File: config.mk
export PLATFORM = sky130hd
export DESIGN_NAME = fetch_unit
export DESIGN_NICKNAME = d
export VERILOG_FILES = /design/src/rtl/fetch_unit_pkg.sv /design/src/rtl/fetch_unit.sv
export SDC_FILE = /design/constraint.sdc
export NUM_CORES = 1
export LEC_CHECK = 0
export CORE_ASPECT_RATIO = 1.5
export CORE_MARGIN = 2
export CORE_UTILIZATION = 45
export DETAILED_ROUTE_END_ITERATION = 8
export GPL_TIMING_DRIVEN = 0
export HOLD_SLACK_MARGIN = 0.08
export PLACE_DENSITY = 0.73
export SLEW_MARGIN = 40
export SYNTH_ARGS = -nofsm -noshare
export SYNTH_HDL_FRONTEND = slang
export SYNTH_SLANG_ARGS = --single-unit
File: constraint.sdc
create_clock -name clk -period 2.38 [get_ports clk]
set_input_delay 0.476 -clock clk [delete_from_list [all_inputs] [get_ports clk]]
set_output_delay 0.476 -clock clk [all_outputs]
set_load 0.02 [all_outputs]
File: src/rtl/fetch_unit_pkg.sv
// ============================================================================
// Module  : fetch_unit_pkg
// Brief   : Shared types for the IF stage: ibus request/response, the
//           fetch->decode payload and the fetch state encoding.
// Revision: 1.0 - initial release
// ============================================================================
`default_nettype none

package fetch_unit_pkg;

    localparam logic [63:0] PC_INIT_DEFAULT = 64'h8000_0000;

    typedef struct packed {
        logic        valid;
        logic [63:0] addr;
    } ibus_req_t;

    typedef struct packed {
        logic        data_ok;
        logic [31:0] data;
    } ibus_resp_t;

    // 97-bit fetch->decode payload; valid sits in bit 0
    typedef struct packed {
        logic [31:0] raw_instr;
        logic [63:0] pc;
        logic        valid;
    } fetch_data_t;

    typedef enum logic [1:0] {
        FETCH = 2'd0,
        HOLD  = 2'd1,
        DRAIN = 2'd2
    } fetch_state_t;

    function automatic logic [63:0] next_pc(input logic [63:0] pc);
        return pc + 64'd4;
    endfunction

endpackage

`default_nettype wire

File: src/rtl/fetch_unit.sv
// ============================================================================
// Module  : fetch_unit
// Brief   : IF stage - owns the PC, issues one ibus read at a time and hands
//           {raw_instr, pc, valid} to decode with a one-entry skid buffer.
// Revision: 1.0 - initial release
// ============================================================================
`default_nettype none

module fetch_unit
    import fetch_unit_pkg::*;
#(
    parameter logic [63:0] PC_INIT = PC_INIT_DEFAULT
) (
    input  logic        clk,
    input  logic        reset,
    output logic        ireq_valid,
    output logic [63:0] ireq_addr,
    input  logic        iresp_data_ok,
    input  logic [31:0] iresp_data,
    input  logic        stall,
    input  logic        redirect_valid,
    input  logic [63:0] redirect_pc,
    output fetch_data_t dataF
);

    fetch_state_t state;
    fetch_state_t state_next;
    logic [63:0]  pc;
    logic [63:0]  drain_addr;
    fetch_data_t  out_q;
    logic [31:0]  skid_instr;
    logic [63:0]  skid_pc;
    logic         skid_valid;
    ibus_req_t    req;
    ibus_resp_t   resp;
    logic         consume;

    assign resp       = '{data_ok: iresp_data_ok, data: iresp_data};
    assign consume    = out_q.valid && !stall;
    assign req.valid  = ((state == FETCH) || (state == DRAIN)) && !reset;
    // DRAIN keeps presenting the pre-redirect address until the bus answers
    assign req.addr   = (state == DRAIN) ? drain_addr : pc;
    assign ireq_valid = req.valid;
    assign ireq_addr  = req.addr;
    assign dataF      = out_q;

    always_ff @(posedge clk) begin
        if (reset) begin
            state <= FETCH;
        end else begin
            state <= state_next;
        end
    end

    always_comb begin
        state_next = state;
        if (redirect_valid) begin
            state_next = ((state != HOLD) && !resp.data_ok) ? DRAIN : FETCH;
        end else begin
            case (state)
                FETCH:   if (resp.data_ok && out_q.valid && stall) state_next = HOLD;
                HOLD:    if (!stall) state_next = FETCH;
                DRAIN:   if (resp.data_ok) state_next = FETCH;
                default: state_next = FETCH;
            endcase
        end
    end

    always_ff @(posedge clk) begin
        if (reset) begin
            pc         <= PC_INIT;
            drain_addr <= '0;
            out_q      <= '0;
            skid_instr <= '0;
            skid_pc    <= '0;
            skid_valid <= 1'b0;
        end else if (redirect_valid) begin
            pc          <= redirect_pc;
            out_q.valid <= 1'b0;
            skid_valid  <= 1'b0;
            if (state == FETCH) begin
                drain_addr <= pc;
            end
        end else begin
            case (state)
                FETCH: begin
                    if (resp.data_ok) begin
                        pc <= next_pc(pc);
                        if (!out_q.valid || !stall) begin
                            out_q <= '{raw_instr: resp.data, pc: pc, valid: 1'b1};
                        end else begin
                            skid_instr <= resp.data;
                            skid_pc    <= pc;
                            skid_valid <= 1'b1;
                        end
                    end else if (consume) begin
                        out_q.valid <= 1'b0;
                    end
                end
                HOLD: begin
                    if (!stall && skid_valid) begin
                        out_q      <= '{raw_instr: skid_instr, pc: skid_pc, valid: 1'b1};
                        skid_valid <= 1'b0;
                    end
                end
                DRAIN: begin
                    if (consume) begin
                        out_q.valid <= 1'b0;
                    end
                end
                default: ;
            endcase
        end
    end

endmodule

`default_nettype wire

Word-level counts from Yosys, hierarchy flattened --
Index checks and enable logic that the tools add are counted.
Storage, ports and cells: flip-flop bits (word level) 324, bits in read-only memories 0, memories 0, bits in writable memories 0, output and inout bits 162, latch bits 0, logic and storage cells 69
Operators by class: muxes and demuxes 21, bitwise logic cells 2, shifts and indexed selects 0, equal/unequal tests 11, div/mod/pow operators 0, multipliers 0, order comparisons 0, add/subtract/negate cells 1, reduce and logical (&&, ||, !) cells 25
Operators by type and width (count):
- 2-to-1 mux 64 bit | 4
- 2-to-1 mux 97 bit | 2
- case mux 96 bit (2 select lines) | 1
- 2-to-1 mux 96 bit | 1
- adder 64 x 3 -> 64 bit (second input constant) | 1
- 2-to-1 mux 2 bit | 5
- inequality test 3 bit (second input constant) | 3
- AND reduction 4 bit | 2
- logical AND 1 bit | 6
- inequality test 2 bit (second input constant) | 3
- case mux 2 bit (3 select lines) | 1
- AND reduction 3 bit | 2
- nonzero test 2 bit | 3
- 2-to-1 mux 1 bit | 5
- AND reduction 5 bit | 1
- logical NOT 1 bit | 4
- inequality test 2 x 1 -> 1 bit (second input constant) | 2
- AND reduction 2 bit | 2
- inequality test 3 x 2 -> 1 bit (second input constant) | 1
- case mux 1 bit (3 select lines) | 1
- nonzero test 3 bit | 1
- equality test 2 x 1 -> 1 bit (second input constant) | 1
- equality test 2 bit (second input constant) | 1
- logical NOT 2 bit | 1
- other kinds (4) | 6

Depth between registers and ports, before layout --
Gate-level depths: netlist of run 1.
depth after elaboration 5, depth in mapped cells 10, mapped depth without buffers 7

Least setup slack after synthesis of run 1 --
Ideal clock, no wire load.
path type register to register, from reg state[0], to reg pc[63], stages on the path, launching flop included 9, arrival 2.314 ns, library setup time 0.091 ns, data required time 2.289 ns, slack -0.025 ns, cell sequence dfxtp_1 -> inv_1 -> ha_1 -> buf_2 -> and2_1 -> nand4_4 -> or4_1 -> or4_1 -> a311oi_1
Between the ends: longest elaborated chain between the ends 3
RTL lines:
- from (decl) | RTL line fetch_unit.sv:26 | fetch_state_t state;
- from (signal assigned) | RTL line fetch_unit.sv:51 | state <= state_next;
- logical NOT 2 bit | RTL line fetch_unit.sv:85 | case (state)
- nonzero test 2 bit (no line)
- AND reduction 2 bit (no line)
- to (signal assigned) | RTL line fetch_unit.sv:78 | pc <= redirect_pc;
- to (signal assigned) | RTL line fetch_unit.sv:88 | pc <= next_pc(pc);
- to (decl) | RTL line fetch_unit.sv:28 | logic [63:0] pc;
Every way passes these cells. A chain may end at the register's enable or synchronous reset.

Final worst setup path of run 1 --
from reg state[0], to out ireq_addr[20]
Between the ends: longest elaborated chain between the ends 2
RTL lines:
- equality test 2 bit | RTL line fetch_unit.sv:42 | assign req.addr = (state == DRAIN) ? drain_addr : pc;
- 2-to-1 mux 64 bit | RTL line fetch_unit.sv:42
- to (decl) | RTL line fetch_unit.sv:17 | output logic [63:0] ireq_addr,
Every way passes these cells.

==> results of run 1 <==
==> logic make-up after synthesis <==
logic type,Yosys count,share of synthesized area
compound gates,368,0.155
flops,324,0.439
mux,160,0.113
fa+ha+maj,5,0.00424
simple gates,720,0.217
buf+inv,207,0.0558
xor+xnor,26,0.0154
==> critical path, cell delays in order, from the launching register on <==
cell and delay, ns:
dfxtp_2 0.34, inv_2 0.07, ha_4 0.22, buf_12 0.18
buf_8 0.14, mux2_2 0.35, buf_6 0.13
==> state kept, by name, summed over array words and instances (netlist names) <==
| register | flops |
|---|---|
| dataF | 97 |
| drain_addr | 64 |
| pc | 64 |
| skid_pc | 64 |
| skid_instr | 32 |
| state | 2 |
| skid_valid | 1 |
==> cells in the final DEF (no fill, tap or decap), types with 6 or more instances in the layout <==
master,netlist,layout
clkbuf_2,2,22
and4_1,20,19
a21oi_1,181,181
mux2_4,0,53
o21ai_2,0,6
bufinv_16,0,6
buf_8,0,6
buf_2,15,20
o21ai_0,22,15
buf_6,0,68
clkbuf_4,0,6
nor4_2,0,6
clkdlybuf4s50_1,0,195
a211oi_1,120,120
nor2_1,160,156
nand3_1,25,20
xor2_1,8,8
and3_1,13,13
nor4_1,15,9
a2111oi_0,11,6
nand2_1,376,373
nor3_1,27,24
or3_1,15,12
a311oi_1,16,14
nand4_1,27,27
clkbuf_1,138,81
buf_4,7,41
dfxtp_1,324,307
mux2i_1,103,103
clkbuf_16,0,39
clkbuf_8,0,7
or4_1,11,8
xnor2_1,18,18
o31ai_1,7,7
dfxtp_2,0,17
buf_1,19,10
inv_1,25,23
and2_1,13,11
==> layout make-up <==
cell class	instances	area, µm²	area share
antenna	3	7.51	0.000374
clock inverter	13	228	0.0113
tap	415	519	0.0258
buffer	159	927	0.0461
inverter	26	98.8	0.00492
clock buffer	38	852	0.0424
timing repair buffer	301	3050	0.152
sequential	324	6510	0.324
multi-input combinational	1279	7900	0.393
==> metrics by stage <==
| stage | instances | power [mW] | hold WS, ns | util | area (µm²) |
|---|---|---|---|---|---|
| floorplan | 1810 | 7.00 | 0.433 | - | 14800 |
| global placement | 2486 | 7.93 | 0.438 | 0.552 | 17900 |
| detailed placement | 2486 | 7.96 | 0.444 | 0.552 | 17900 |
| CTS | 2550 | 13.3 | 0.433 | 0.602 | 19500 |
| global route | 2558 | 13.8 | 0.460 | 0.620 | 20100 |
| finish | 2558 | 13.4 | 0.410 | 0.620 | 20100 |
==> power by group through the flow <==
| stage | clock, mW | sequential, mW | combinational, mW |
|---|---|---|---|
| 5_1_grt | 5.58 | 5.92 | 2.32 |
| 3_5_place_dp | 0 | 5.95 | 2.02 |
| 4_1_cts | 5.38 | 5.88 | 2.05 |
| 2_1_floorplan | 0 | 6.05 | 0.957 |
| 3_3_place_gp | 0 | 5.94 | 1.99 |
| 6_report | 5.34 | 5.90 | 2.19 |
==> how the worst min path moves through the flow <==
stage,start,endpoint,slack (ns)
after floorplan,drain_addr[0],drain_addr[0],0.43
after global placement,drain_addr[23],drain_addr[23],0.44
after detailed placement,drain_addr[23],drain_addr[23],0.44
after CTS,reset,pc[60],0.43
after global routing,reset,pc[60],0.46
final,reset,pc[60],0.41
==> metal layers <==
layer  up-vias  part of all wire
li1       6913                 -
met1      6844              0.37
met2       673              0.49
met3       192             0.074
met4         0             0.066
met5         -                 0
==> what timing repair did <==
| item | in CTS | in global routing |
|---|---|---|
| hold buffers | 0 | 0 |
| setup endpoints to repair | 363 | 178 |
| resized for setup | 472 | 162 |
| buffers inserted | 26 | 7 |
| cloned | 5 | 5 |
| pin swaps | 13 | 12 |
==> results.py, run 1 <==
metrics = {
    "status": {
        "outcome": "complete, but fails checks",
        "violations": "setup timing",
    },
    "routing": {
        "wire_per_inst_um": 20.1,
        "via_count": 14622,
        "drtAntennaViolNets": 0,
        "first_pass_iters": 6,
        "drc": 0,
        "first_iter_violations": 1106,
        "viasPerCell": 5.72,
        "wirelength_um": 51400,
    },
    "clocking": {
        "htree_levels": 1,
        "root_buffer": "clkbuf_16",
        "insertion_delay_ns": 0.58,
        "numCtsBuffers": 31,
        "clkSinkCount": 324,
        "cts.reportedPaths.clkPinSlew_ns": 0.07,
        "cts_buffer_depth": 3,
        "cts_tree": "yes",
    },
    "power_and_ir_drop": {
        "pwr-share-seq": 0.439,
        "clockPowerShare": 0.398,
        "p_switching_mw": 3.59,
        "switching_share": 0.267,
        "pwr-share-comb": 0.163,
        "power.internal_mw": 9.84,
        "power_per_cell_area_mw_per_mm2": 668,
        "p_leak_nw": 7.02,
        "max-vdd-ir-drop_mv": 0.578,
    },
    "logic_synthesis": {
        "ys_ff_latch": 324,
        "ys_seq_area_frac": 0.439,
        "syn_area_per_cell_um2": 8.16,
        "netlist_instances": 1810,
        "synth_area_leader_cell": "dfxtp_1",
        "ys_types": 48,
        "syn_area_mm2": 0.0148,
        "syn_nets": 1916,
        "netlist_top_cells_area": "dfxtp_1 (44%), nand2_1 (9.6%), mux2i_1 (7.0%)",
        "yosys-top-cells-count": "nand2_1 (376), dfxtp_1 (324), a21oi_1 (181)",
        "ys.flop_type": "dfxtp_1",
        "synth_edf_count": 0,
        "yosys_warnings": 0,
        "yosysMostFrequentCell": "nand2_1",
        "async_reset_ff_frac": 0,
        "netlist.area_leader.share": 0.439,
    },
    "setup_path": {
        "cp-startpoint": "state[0]",
        "cp-endpoint": "ireq_addr[20]",
        "end_kind": "output pin",
        "r2r_start": "pc[11]",
        "ff2ff_setup_slack_ns": -0.03,
        "cp_max_fo": 5,
        "cp-start-kind": "flip-flop",
        "worstPathArrival_ns": 2.01,
        "timing.rr.end": "pc[59]",
        "critPathKind": "reg -> out",
        "r2r_cells": 8,
        "critPathRequiredTime_ns": 1.90,
    },
    "grt": {
        "globalRouteOverflowTotal": 0,
        "grt_use_met2": 0.503,
        "first_global_vias": 13963,
        "grt_busiest_layer": "met2",
        "grtUsageMet1": 0.313,
        "grt_pass1_wl_um": 77200,
        "antenna_found_initial": 3,
        "grt_max_degree": 16,
        "gr-usage-all-layers": 0.281,
        "use_met3": 0.0510,
    },
    "place": {
        "io_buffers": 261,
        "dp_hpwl_um": 36300,
        "gp_congestion": 0.920,
        "pre_cts_ws_ns": -1.10,
    },
    "timing": {
        "final_max_slew_viol_count": 0,
        "rsz0062_at_grt": "true",
        "fin_crit_ns": 2.49,
        "worst_slew_pin_slew_ns": 0.782,
        "finClkSkew_ns": 0.0119,
        "slew_headroom": 0.479,
        "finalHoldViolCount": 0,
        "maxClockFrequency_ghz": 0.402,
        "setup_tns_ns": -4.57,
        "setup_viol": 56,
        "timing.final.crit_share": 1.05,
        "setup_slack_ns": -0.109,
    },
    "cells_and_area": {
        "fillerInstances": 2812,
        "area_delta_synth_final_pct": 36.1,
        "drive_gt1_frac": 0.164,
        "fin_nets": 2228,
    },
    "floorplanning": {
        "coreArea_mm2": 0.0324,
        "die-area_mm2": 0.0343,
        "start_util": 0.455,
        "die_w_um": 152,
        "rows": 81,
        "die_y_um": 226,
        "ios": 263,
    },
    "min_path": {
        "hold_path.class": "in -> reg",
        "worstHoldPathCells": 4,
    },
    "job": {
        "drv_cap": 0,
    },
}
Note: power is estimated with default switching activity, not from simulation.
==> inputs of run 2 (changes only) <==
--- a/config.mk
+++ b/config.mk
@@ -6,7 +6,6 @@
 export NUM_CORES = 1
 export LEC_CHECK = 0
 export CORE_ASPECT_RATIO = 1.5
-export CORE_MARGIN = 2
 export CORE_UTILIZATION = 45
 export DETAILED_ROUTE_END_ITERATION = 8
 export GPL_TIMING_DRIVEN = 0
==> run 2 against run 1 <==
Compared with the run above: the flow still finishes with violations (setup timing); worst setup slack lost 0.024 ns; wire length down 1.2%; utilization is 0.39 points lower; critical path depth stayed put; global-route usage grew 1.0 points; clock power shrank 6.9%; cell area shrank 1.9%; die area is 2.2% lower; cell count down 0.12%; hold slack got worse by 0.015 ns; clock-buffer cell count decreased by 1; clock skew hardly changed.
==> results.py, run 2 (synthesized netlist as in run 1, its figures left out) <==
metrics = {
    "routing": {
        "wire_per_inst_um": 19.9,
        "viasPerCell": 5.72,
        "via_count": 14617,
        "wirelength_um": 50800,
        "drc": 0,
        "drtAntennaViolNets": 0,
        "first_pass_iters": 5,
        "first_iter_violations": 923,
    },
    "min_path": {
        "worstHoldPathCells": 4,
        "hold_path.class": "in -> reg",
    },
    "cells_and_area": {
        "layout_common_cells": "nand2_1 (368), dfxtp_1 (307), clkdlybuf4s50_1 (195)",
        "fin_nets": 2226,
        "fillerInstances": 2794,
        "drive_gt1_frac": 0.169,
        "fin_area_mm2": 0.0197,
        "largest_reg_flops": 97,
        "area_delta_synth_final_pct": 33.5,
        "final_common_cell": "nand2_1",
    },
    "grt": {
        "first_global_vias": 13778,
        "gr-usage-all-layers": 0.292,
        "globalRouteOverflowTotal": 0,
        "antenna_found_initial": 4,
        "grt_pass1_wl_um": 76200,
        "grt_max_degree": 16,
    },
    "timing": {
        "final_max_slew_viol_count": 0,
        "worst_slew_pin_slew_ns": 0.808,
        "rsz0062_at_grt": "true",
        "maxClockFrequency_ghz": 0.398,
        "fin_crit_ns": 2.51,
        "setup_slack_ns": -0.133,
        "finalHoldViolCount": 0,
        "slew_headroom": 0.462,
        "setup_viol": 56,
        "timing.final.crit_share": 1.06,
        "finClkSkew_ns": 0.0117,
    },
    "setup_path": {
        "worstPathArrival_ns": 2.04,
        "critPathRequiredTime_ns": 1.90,
        "cp_max_fo": 10,
        "critPathKind": "reg -> out",
        "cp-start-kind": "flip-flop",
        "r2r_cells": 7,
        "end_kind": "output pin",
    },
    "floorplanning": {
        "die-area_mm2": 0.0336,
        "die_w_um": 150,
        "rows": 80,
        "die_y_um": 224,
        "coreArea_mm2": 0.0320,
        "start_util": 0.461,
        "ios": 263,
    },
    "clocking": {
        "cts_buffer_depth": 3,
        "root_buffer": "clkbuf_16",
        "cts_tree": "yes",
        "cts.reportedPaths.clkPinSlew_ns": 0.07,
        "clkSinkCount": 324,
        "insertion_delay_ns": 0.58,
        "ctsHoldBuffers": 0,
        "numCtsBuffers": 31,
        "htree_levels": 1,
    },
    "place": {
        "io_buffers": 261,
        "gp_congestion": 0.911,
        "dpl_cell_area_mm2": 0.0179,
        "pre_cts_ws_ns": -1.09,
        "dp_hpwl_um": 36400,
    },
    "power_and_ir_drop": {
        "p_leak_nw": 6.92,
        "max-vdd-ir-drop_mv": 0.595,
        "total_power_mw": 13.0,
        "power_per_cell_area_mw_per_mm2": 658,
    },
    "status": {
        "violations": "setup timing",
        "outcome": "complete, but fails checks",
    },
    "job": {
        "drv_cap": 0,
    },
}
[run 2: timing repair]
action,4_1_cts,5_1_grt
resized for setup,429,136
hold endpoints to repair,0,0
endpoints found under the setup margin,357,299
cloned,2,2
pin swaps,17,11
buffers inserted,16,22
[run 2: power by group]
group / switching [mW] / internal (mW) / leakage, nW
sequential: 0.225 / 5.67 / 2.65
clock: 2.22 / 2.75 / 0.497
combinational: 1.17 / 0.928 / 3.77
total: 3.61 / 9.35 / 6.92
[run 2: path summary, 6_finish.rpt]
check,startpoint,slack [ns],endpoint
worst max-delay path,state[0],-0.13,ireq_addr[43]
worst min-delay path,reset,0.39,pc[60]
worst max register to register,pc[3],0,pc[41]
worst min register to register,drain_addr[43],0.45,drain_addr[43]
[run 2: final cells by class]
type	count	area (µm²)	share of cell area
Clock inverter	18	156	0.00793
Tap cell	410	513	0.0260
Sequential cell	324	6510	0.330
Antenna cell	3	7.51	0.000381
Multi-Input combinational cell	1279	7800	0.396
Inverter	26	100	0.00508
Buffer	155	928	0.0471
Clock buffer	37	848	0.0430
Timing Repair Buffer	303	2850	0.145
[run 2: per-layer routing]
| metal | routed length (µm) | share of wire | up-vias | GRT usage |
|---|---|---|---|---|
| met5 | 10 | 0.00020 | - | 0 |
| met4 | 2600 | 0.051 | 2 | 0.141 |
| met3 | 3730 | 0.073 | 136 | 0.0458 |
| met2 | 25700 | 0.51 | 594 | 0.524 |
| met1 | 18800 | 0.37 | 6974 | 0.331 |
| li1 | - | - | 6911 | - |
[run 2: per-stage QoR]
| step | hold WS, ns | TNS (ns) | instances | util |
|---|---|---|---|---|
| after floorplan | 0.433 | 0 | 1810 | - |
| after global placement | 0.438 | -365.28 | 2481 | 0.559 |
| after detailed placement | 0.445 | -267.92 | 2481 | 0.559 |
| after CTS | 0.422 | -6.69 | 2538 | 0.599 |
| after global routing | 0.456 | -6.62 | 2555 | 0.616 |
| final | 0.395 | -4.73 | 2555 | 0.616 |
[run 2: critical path, cell delays in order, from the launching register on]
cell and delay [ns]:
dfxtp_4 0.37, inv_4 0.06, ha_4 0.16, buf_12 0.16
clkbuf_16 0.17, mux2_2 0.36, buf_2 0.17
